===== config.mk =====
export PLATFORM = sky130hd
export DESIGN_NAME = move_select
export DESIGN_NICKNAME = d
export VERILOG_FILES = /design/src/rtl/move_select.sv
export SDC_FILE = /design/constraint.sdc
export NUM_CORES = 1
export LEC_CHECK = 0
export ABC_AREA = 1
export CORE_AREA = 2 2 217 219
export DETAILED_ROUTE_END_ITERATION = 7
export DIE_AREA = 0 0 219 221
export GPL_ROUTABILITY_DRIVEN = 0
export PLACE_DENSITY = 0.7
export SKIP_CTS_REPAIR_TIMING = 1
export SYNTH_ARGS = -nofsm -noshare
export SYNTH_HDL_FRONTEND = slang
export SYNTH_SLANG_ARGS = --single-unit

===== constraint.sdc =====
create_clock -name clk -period 13.5 [get_ports clk]
set_input_delay 1.35 -clock clk [delete_from_list [all_inputs] [get_ports clk]]
set_output_delay 1.35 -clock clk [all_outputs]
set_load 0.01 [all_outputs]

===== src/rtl/move_select.sv =====
// move_select: walks the all_moves list, scores every board by material balance
// (one rank per cycle), keeps the best move for the side to move, then pulses
// clear_moves to release all_moves and finally pulses select_done.
// Optional feature: define MOVE_SELECT_CENTRE_BONUS_EN to add +10 for a white
// pawn and -10 for a black pawn standing on d4/e4/d5/e5.
// Handshake: moves_ready is a level; a list is accepted only from IDLE and only
// after moves_ready has been seen low at least once since the previous accept.
// clear_moves and select_done are registered one-cycle pulses.

`ifndef PIECE_BITS
`define PIECE_BITS 4
`endif
`ifndef MAX_POSITIONS
`define MAX_POSITIONS 64
`endif
`ifndef EMPTY_POSN
`define EMPTY_POSN 0
`define WHITE_PAWN 1
`define WHITE_KNIT 2
`define WHITE_BISH 3
`define WHITE_ROOK 4
`define WHITE_QUEN 5
`define WHITE_KING 6
`define BLACK_PAWN 9
`define BLACK_KNIT 10
`define BLACK_BISH 11
`define BLACK_ROOK 12
`define BLACK_QUEN 13
`define BLACK_KING 14
`endif

module move_select #(
   parameter int PIECE_WIDTH        = `PIECE_BITS,
   parameter int SIDE_WIDTH         = PIECE_WIDTH * 8,
   parameter int BOARD_WIDTH        = PIECE_WIDTH * 64,
   parameter int MAX_POSITIONS_LOG2 = $clog2(`MAX_POSITIONS),
   parameter int EVAL_WIDTH         = 16
) (
   input  logic                                clk,
   input  logic                                reset,
   input  logic                                moves_ready,
   input  logic [MAX_POSITIONS_LOG2-1:0]       move_count,
   input  logic [BOARD_WIDTH-1:0]              board_out,
   input  logic                                white_to_move_out,
   output logic [MAX_POSITIONS_LOG2-1:0]       move_index,
   output logic                                clear_moves,
   output logic                                best_valid,
   output logic [MAX_POSITIONS_LOG2-1:0]       best_index,
   output logic signed [EVAL_WIDTH-1:0]        best_score,
   output logic [BOARD_WIDTH-1:0]              best_board,
   output logic                                select_done
);

   localparam logic [PIECE_WIDTH-1:0] W_PAWN = PIECE_WIDTH'(`WHITE_PAWN);
   localparam logic [PIECE_WIDTH-1:0] W_KNIT = PIECE_WIDTH'(`WHITE_KNIT);
   localparam logic [PIECE_WIDTH-1:0] W_BISH = PIECE_WIDTH'(`WHITE_BISH);
   localparam logic [PIECE_WIDTH-1:0] W_ROOK = PIECE_WIDTH'(`WHITE_ROOK);
   localparam logic [PIECE_WIDTH-1:0] W_QUEN = PIECE_WIDTH'(`WHITE_QUEN);
   localparam logic [PIECE_WIDTH-1:0] B_PAWN = PIECE_WIDTH'(`BLACK_PAWN);
   localparam logic [PIECE_WIDTH-1:0] B_KNIT = PIECE_WIDTH'(`BLACK_KNIT);
   localparam logic [PIECE_WIDTH-1:0] B_BISH = PIECE_WIDTH'(`BLACK_BISH);
   localparam logic [PIECE_WIDTH-1:0] B_ROOK = PIECE_WIDTH'(`BLACK_ROOK);
   localparam logic [PIECE_WIDTH-1:0] B_QUEN = PIECE_WIDTH'(`BLACK_QUEN);

   typedef enum logic [2:0] {
      IDLE, ADDR, WAIT, EVAL, CMP, CLR, CLRW, DONE
   } state_t;

   state_t                          state;
   state_t                          state_next;
   logic                            clear_next;
   logic                            done_next;
   logic [2:0]                      rank_cnt;
   logic signed [EVAL_WIDTH-1:0]    acc;
   logic signed [EVAL_WIDTH-1:0]    rank_sum;
   logic [SIDE_WIDTH-1:0]           rank_bits;
   logic                            side;
   logic                            armed;
   logic [MAX_POSITIONS_LOG2:0]     idx_next;
   logic                            more_moves;
   logic                            better;

   // Material value of one square; KING and EMPTY fall through to zero.
   function automatic logic signed [EVAL_WIDTH-1:0] piece_value(input logic [PIECE_WIDTH-1:0] p);
      case (p)
         W_PAWN:  return EVAL_WIDTH'(100);
         W_KNIT:  return EVAL_WIDTH'(300);
         W_BISH:  return EVAL_WIDTH'(300);
         W_ROOK:  return EVAL_WIDTH'(500);
         W_QUEN:  return EVAL_WIDTH'(900);
         B_PAWN:  return EVAL_WIDTH'(-100);
         B_KNIT:  return EVAL_WIDTH'(-300);
         B_BISH:  return EVAL_WIDTH'(-300);
         B_ROOK:  return EVAL_WIDTH'(-500);
         B_QUEN:  return EVAL_WIDTH'(-900);
         default: return '0;
      endcase
   endfunction

   // Score of the rank currently addressed by rank_cnt.
   always_comb begin
      rank_bits = board_out[32'(rank_cnt) * SIDE_WIDTH +: SIDE_WIDTH];
      rank_sum  = '0;
      for (int c = 0; c < 8; c++) begin
         rank_sum = rank_sum + piece_value(rank_bits[c * PIECE_WIDTH +: PIECE_WIDTH]);
`ifdef MOVE_SELECT_CENTRE_BONUS_EN
         if ((rank_cnt == 3'd3 || rank_cnt == 3'd4) && (c == 3 || c == 4)) begin
            if (rank_bits[c * PIECE_WIDTH +: PIECE_WIDTH] == W_PAWN)
               rank_sum = rank_sum + EVAL_WIDTH'(10);
            else if (rank_bits[c * PIECE_WIDTH +: PIECE_WIDTH] == B_PAWN)
               rank_sum = rank_sum - EVAL_WIDTH'(10);
         end
`endif
      end
   end

   // Scan bookkeeping: another move pending, and whether this board beats the best.
   always_comb begin
      idx_next   = {1'b0, move_index} + {{MAX_POSITIONS_LOG2{1'b0}}, 1'b1};
      more_moves = idx_next < {1'b0, move_count};
      better     = (move_index == '0) || (side && (acc > best_score)) ||
                   (!side && (acc < best_score));
   end

   // State register plus the registered pulse outputs.
   always_ff @(posedge clk or posedge reset) begin
      if (reset) begin
         state       <= IDLE;
         clear_moves <= 1'b0;
         select_done <= 1'b0;
      end else begin
         state       <= state_next;
         clear_moves <= clear_next;
         select_done <= done_next;
      end
   end

   // Next-state logic.
   always_comb begin
      state_next = state;
      case (state)
         IDLE:    if (moves_ready && armed)
                     state_next = (move_count == '0) ? CLR : ADDR;
         ADDR:    state_next = WAIT;
         WAIT:    state_next = EVAL;
         EVAL:    if (rank_cnt == 3'd7) state_next = CMP;
         CMP:     state_next = more_moves ? ADDR : CLR;
         CLR:     state_next = CLRW;
         CLRW:    state_next = DONE;
         DONE:    state_next = IDLE;
         default: state_next = IDLE;
      endcase
   end

   // Output decode: pulses are registered, so they appear one cycle after the state.
   always_comb begin
      clear_next = (state == CLR);
      done_next  = (state == DONE);
   end

   // Datapath: index walk, rank accumulator, re-arm flag and best-move capture.
   always_ff @(posedge clk or posedge reset) begin
      if (reset) begin
         move_index <= '0;
         rank_cnt   <= '0;
         acc        <= '0;
         side       <= 1'b0;
         armed      <= 1'b1;
         best_valid <= 1'b0;
         best_index <= '0;
         best_score <= '0;
         best_board <= '0;
      end else begin
         case (state)
            IDLE: begin
               move_index <= '0;
               if (!moves_ready) begin
                  armed <= 1'b1;
               end else if (armed) begin
                  armed <= 1'b0;
                  if (move_count == '0) best_valid <= 1'b0;
                  else                  side       <= white_to_move_out;
               end
            end
            WAIT: begin
               acc      <= '0;
               rank_cnt <= '0;
            end
            EVAL: begin
               acc      <= acc + rank_sum;
               rank_cnt <= rank_cnt + 3'd1;
            end
            CMP: begin
               if (better) begin
                  best_valid <= 1'b1;
                  best_index <= move_index;
                  best_score <= acc;
                  best_board <= board_out;
               end
               if (more_moves) move_index <= idx_next[MAX_POSITIONS_LOG2-1:0];
            end
            default: ;
         endcase
      end
   end

endmodule


-- Word level (Yosys, flattened, before mapping)
Memory sizes are Yosys's and may differ from the RTL's.
Index checks and enable logic that the tools add are counted.
- shift operators: 1
- $lt $le $gt $ge: 3
- mux-type cells: 15
- equality and inequality tests: 15
- add/subtract/negate cells: 10
- bitwise operators: 1
- reductions and logical operators: 16
- operators with widths (cell ; count):
    variable part select 256 x 9 -> 32 bit ; 1
    adder 16 bit ; 8
    one-hot mux 16 bit (2 select lines) ; 1
    one-hot mux 3 bit (8 select lines) ; 1
    greater-than comparator 16 bit ; 1
    < comparator 16 bit ; 1
    == test 3 bit (second input constant) ; 5
    != test 2 bit (second input constant) ; 7
    logical NOT 6 bit ; 2
    2-to-1 mux 3 bit ; 4
    one-hot mux 6 bit (2 select lines) ; 1
    adder 6 x 1 -> 7 bit (second input constant) ; 1
    < comparator 7 x 6 -> 1 bit ; 1
    == test 3 x 2 -> 1 bit (second input constant) ; 2
    2-to-1 mux 6 bit ; 1
    one-hot mux 3 bit (2 select lines) ; 1
    AND reduction 2 bit ; 3
    2-to-1 mux 1 bit ; 5
    AND reduction 5 bit ; 1
    AND reduction 4 bit ; 1
    nonzero test 2 bit ; 2
    adder 3 x 1 -> 3 bit (second input constant) ; 1
    == test 3 x 1 -> 1 bit (second input constant) ; 1
    logical AND 1 bit ; 3
    other kinds (5) ; 6
- bits in registers: 311
- ROM bits: 1792
- input bits: 266
- memories: 8
- output and inout bits: 287
- memories (name ; words ; width ; rd ports ; clocked after memory_dff ; wr ports ; line ; RTL):
    (name not given) ; 16 ; 14 ; 1 ; 0 ; 0 ; 85 ; case (p)
    (name not given) ; 16 ; 14 ; 1 ; 0 ; 0 ; 85 ;
    (name not given) ; 16 ; 14 ; 1 ; 0 ; 0 ; 85 ;
    (name not given) ; 16 ; 14 ; 1 ; 0 ; 0 ; 85 ;
    (name not given) ; 16 ; 14 ; 1 ; 0 ; 0 ; 85 ;
    (name not given) ; 16 ; 14 ; 1 ; 0 ; 0 ; 85 ;
    +2 memories ; -- ; -- ; -- ; -- ; -- ; -- ;

-- Longest topological paths before layout
An unclocked memory read counts as a cell.
- depth after elaboration: 11
- depth in mapped cells: 38

-- Least setup slack after synthesis
Ideal clock, no wire load.
- path type: input -> register
- start point: input board_out[37]
- end point: register acc[14]
- slack: 7.539 ns
- arrival: 5.829 ns
- library setup time: 0.131 ns
- required time: 13.369 ns
- stages on the path: 34
- buffers on the path: 0
- cells stage by stage: inv_1 -> a21oi_1 -> o21ai_0 -> o21ai_0 -> o21ai_2 -> inv_1 -> nor2_1 -> inv_1 -> ha_1 -> nor2_1 -> o21ai_0 -> o21ai_0 -> fa_1 -> inv_1 -> fa_1 -> fa_1 -> inv_1 -> fa_1 -> inv_1 -> ha_1 -> inv_1 -> fa_1 -> inv_1 -> nand3_1 -> nand2_1 -> nand4_1 -> nand2_1 -> nand2_1 -> nand2_1 -> nand2_1 -> nand2_1 -> nand2_1 -> nand2_1 -> o22ai_1
- longest elaborated chain between the ends: 11
- RTL lines (item ; line ; RTL):
    start, declared ; 43 ; input logic [BOARD_WIDTH-1:0] board_out,
    variable part select 256 x 9 -> 32 bit ; 102 ; rank_bits = board_out[32'(rank_cnt) * SIDE_WIDTH +: SIDE_WIDTH];
    memory read (16 x 14 bit) ; -- ;
    adder 16 bit (7 in a row) ; 105 ; rank_sum = rank_sum + piece_value(rank_bits[c * PIECE_WIDTH +: PIECE_WIDTH]);
    adder 16 bit ; 190 ; acc <= acc + rank_sum;
    one-hot mux 16 bit (2 select lines) ; 174 ; case (state)
    end signal, assigned ; 190 ;
    end, declared ; 74 ; logic signed [EVAL_WIDTH-1:0] acc;
No other way between the ends.
A chain may end at the register's enable or synchronous reset.

-- Final worst setup path
- start point: register rank_cnt[0]
- end point: register acc[13]
- longest elaborated chain between the ends: 11
- elaborated cells between the ends (all ways): 18
- RTL lines (item ; line ; RTL):
    start, declared ; 73 ; logic [2:0] rank_cnt;
    start signal, assigned ; 191 ; rank_cnt <= rank_cnt + 3'd1;
    variable part select 256 x 9 -> 32 bit (*) ; 102 ;
    memory read (16 x 14 bit) ; -- ;
    adder 16 bit (6 in a row) ; 105 ;
    adder 16 bit (*) ; 105 ;
    adder 16 bit (*) ; 190 ;
    one-hot mux 16 bit (2 select lines) (*) ; 174 ;
Every way passes the cells marked *; elsewhere a longest branch is shown, timed or not.

==> impl_metrics.csv <==
group,metric,value,unit
logic_synthesis,yosys_most_used_dff,"dfrtp_1",
finish,utilization,0.556,
die,rows,79,
die,core,46100,sq um
sta,hold_violations,0,
die,die-height,221,microns
sta,clock-skew-final,29.7,ps
place,hpwl,58900,microns
place,dp_worst_setup_slack,6090,ps
drt,routed_wl,76800,microns
drt,first_iter_violations,1887,
critical_path,reg2reg_slack,6110,ps
finish,fillers,4310,
die,initial_core_util,0.406,
critical_path,reg2reg_to,"acc[13]$_DFFE_PP0P_",
critical_path,r2r-start,"rank_cnt[0]$_DFFE_PP0P_",
drt,num_vias,18800,
critical_path,critPathCapture,"acc[13]$_DFFE_PP0P_",
cts,clockBufferDepth,3,
logic_synthesis,syn_area,18700,sq um
sta,finalSetupTns,0,ps
flow_run,cap_violations,0,
drt,drc_errors,0,
critical_path,criticalPathCategory,"reg2reg",
sta,slew_viol_final,0,
critical_path,critPathLaunch,"rank_cnt[0]$_DFFE_PP0P_",
grt,track_usage,0.312,
critical_path,r2r_cells,34,
drt,drt_pre_antenna_iters,6,
critical_path,critical_path_required,13910,ps
sta,setup_viol,0,
logic_synthesis,synth_edf_count,0,
logic_synthesis,yosysTopAreaCellShare,0.409,
cts,cts_tree,"yes",
logic_synthesis,ys_ff_latch,307,
finish,final_common_cell,"nand2_1",
sta,rsz0062_at_grt,"no",
logic_synthesis,yosysSeqAreaShare,0.410,
grt,grt_max_degree,125,
critical_path,critical_path_arrival,7810,ps
drt,drtAntennaViolNets,0,
logic_synthesis,ys_warn_count,0,
drt,via_per_inst,5.34,
finish,drive_above_1_share,0.0361,
min_path,hp-start,"best_board[68]$_DFFE_PP0P_",
critical_path,cp_common_cell,"nand2_1",
cts,cts_sinks,307,
cts,cts_made_buffers,38,
logic_synthesis,synth_area_leaders,"dfrtp_1, nand2_1, fa_1, inv_1, nand3_1",
grt,antenna_found_initial,19,
finish,final_cell_mix,"nand2_1, clkdlybuf4s50_1, inv_1, dfrtp_1, nand3_1",
drt,wl_per_cell,21.7,microns
sta,max_slew_margin,0.282,
logic_synthesis,yosys.area.top_type,"dfrtp_1",
critical_path,cp_slowest_cell,"dfrtp_4",
critical_path,critPathLaunchType,"flip-flop",
die,ios,553,
outcome,status,"completed",
cts,htreeDepth,2,
finish,syn_to_final_growth,36.8,%
sta,setup_ws,6110,ps
sta,min_period,7390,ps
grt,grt_pass1_vias,18300,
finish,fin_nets,3284,
sta,worst_pin_slew,1070,ps
logic_synthesis,avgSynthCellArea,7.79,sq um
logic_synthesis,synthCells,2402,
die,fp.dieW,219,microns
sta,fmaxAchievable,0.135,GHz
sta,period_share,0.548,
grt,grt_pass1_wl,114000,microns
min_path,worst_hold_path_type,"reg2reg",
cts,clock_latency,570,ps
logic_synthesis,async_reset_ff_frac,1.00,
die,fp.dieArea,48400,sq um
finish,fin_cells,3531,
cts,clk_pin_slew_worst_paths,60,ps
critical_path,path_max_fanout,44,
cts,cts_root_buf,"clkbuf_16",
critical_path,endpoint_kind,"flip-flop",
place,dp_cells,3448,
place,port_buffers,550,
critical_path,critPathMaxStageDelay,660,ps
logic_synthesis,synth_cell_type_count,45,
grt,grt-ovfl-total,0,
==> per-layer routing <==
layer / share of wire / wire, microns / vias up / track usage
met5: 0.00038 / 29 / - / 0
met4: 0.063 / 4880 / 4 / 0.180
met3: 0.092 / 7070 / 206 / 0.0722
met2: 0.46 / 35300 / 935 / 0.483
met1: 0.38 / 29500 / 9075 / 0.398
li1: - / - / 8626 / -
==> cell families after synthesis <==
group           Yosys count  synth area share
compound gates          472             0.133
xor+xnor                 10           0.00468
fa+ha+maj               137             0.122
buf+inv                 462             0.108
flops                   307             0.410
mux                       2           0.00107
other cells               1          0.000200
simple gates           1011             0.221
==> cells in the mapped netlist, types with 5 or more instances <==
library cell	instances
inv_1	326
dfrtp_1	306
nor2_1	66
inv_2	7
o21ai_1	119
buf_6	15
xor2_1	8
o21ai_0	193
ha_1	61
nor3_1	8
clkbuf_1	29
fa_1	76
buf_4	25
o21ai_2	14
nand2_1	698
o22ai_1	19
buf_2	57
a21oi_1	108
nand3_1	226
o211ai_1	5
==> state kept, by name, indices dropped and copies added, names as in the netlist, 3 cells and up <==
name,flops
best_board,256
rank_cnt,3
state,3
acc,14
best_score,14
best_index,6
move_index,6
==> worst max-delay path, delay by kind of cell (launching register included) <==
kind                       cells  cell delay, ps
AOI/OAI and AO/OA              7             970
DFF                            1             660
buffers and inverters         10            1750
adders and majority gates      6            2670
and+or+nand+nor               11            1120
==> worst min-delay path by stage <==
stage,endpoint,cells after the start
2_1_floorplan,clear_moves$_DFF_PP0_,1
3_3_place_gp,best_board[8]$_DFFE_PP0P_,2
3_5_place_dp,best_board[68]$_DFFE_PP0P_,2
4_1_cts,best_board[68]$_DFFE_PP0P_,2
5_1_grt,best_board[171]$_DFFE_PP0P_,2
6_report,best_board[68]$_DFFE_PP0P_,2
==> layout make-up <==
| cell class | instances | area, sq um | area share |
|---|---|---|---|
| Clock buffer | 58 | 1100 | 0.0428 |
| Antenna cell | 16 | 40.0 | 0.00156 |
| Sequential cell | 307 | 7690 | 0.300 |
| Clock inverter | 9 | 81.3 | 0.00318 |
| Multi-Input combinational cell | 1634 | 9050 | 0.353 |
| Tap cell | 607 | 759 | 0.0297 |
| Timing Repair Buffer | 566 | 5630 | 0.220 |
| Inverter | 334 | 1260 | 0.0494 |
==> through the flow <==
step | cell area (sq um) | hold slack, ps
after detailed placement | 24400 | 457
after global routing | 25600 | 487
final | 25600 | 468
after floorplan | 18700 | 455
after CTS | 25600 | 471
after global placement | 24400 | 454
Power is left out: the tool's default activity adds up to more than one toggle a clock period on the data nets, which glitch-free logic cannot reach.
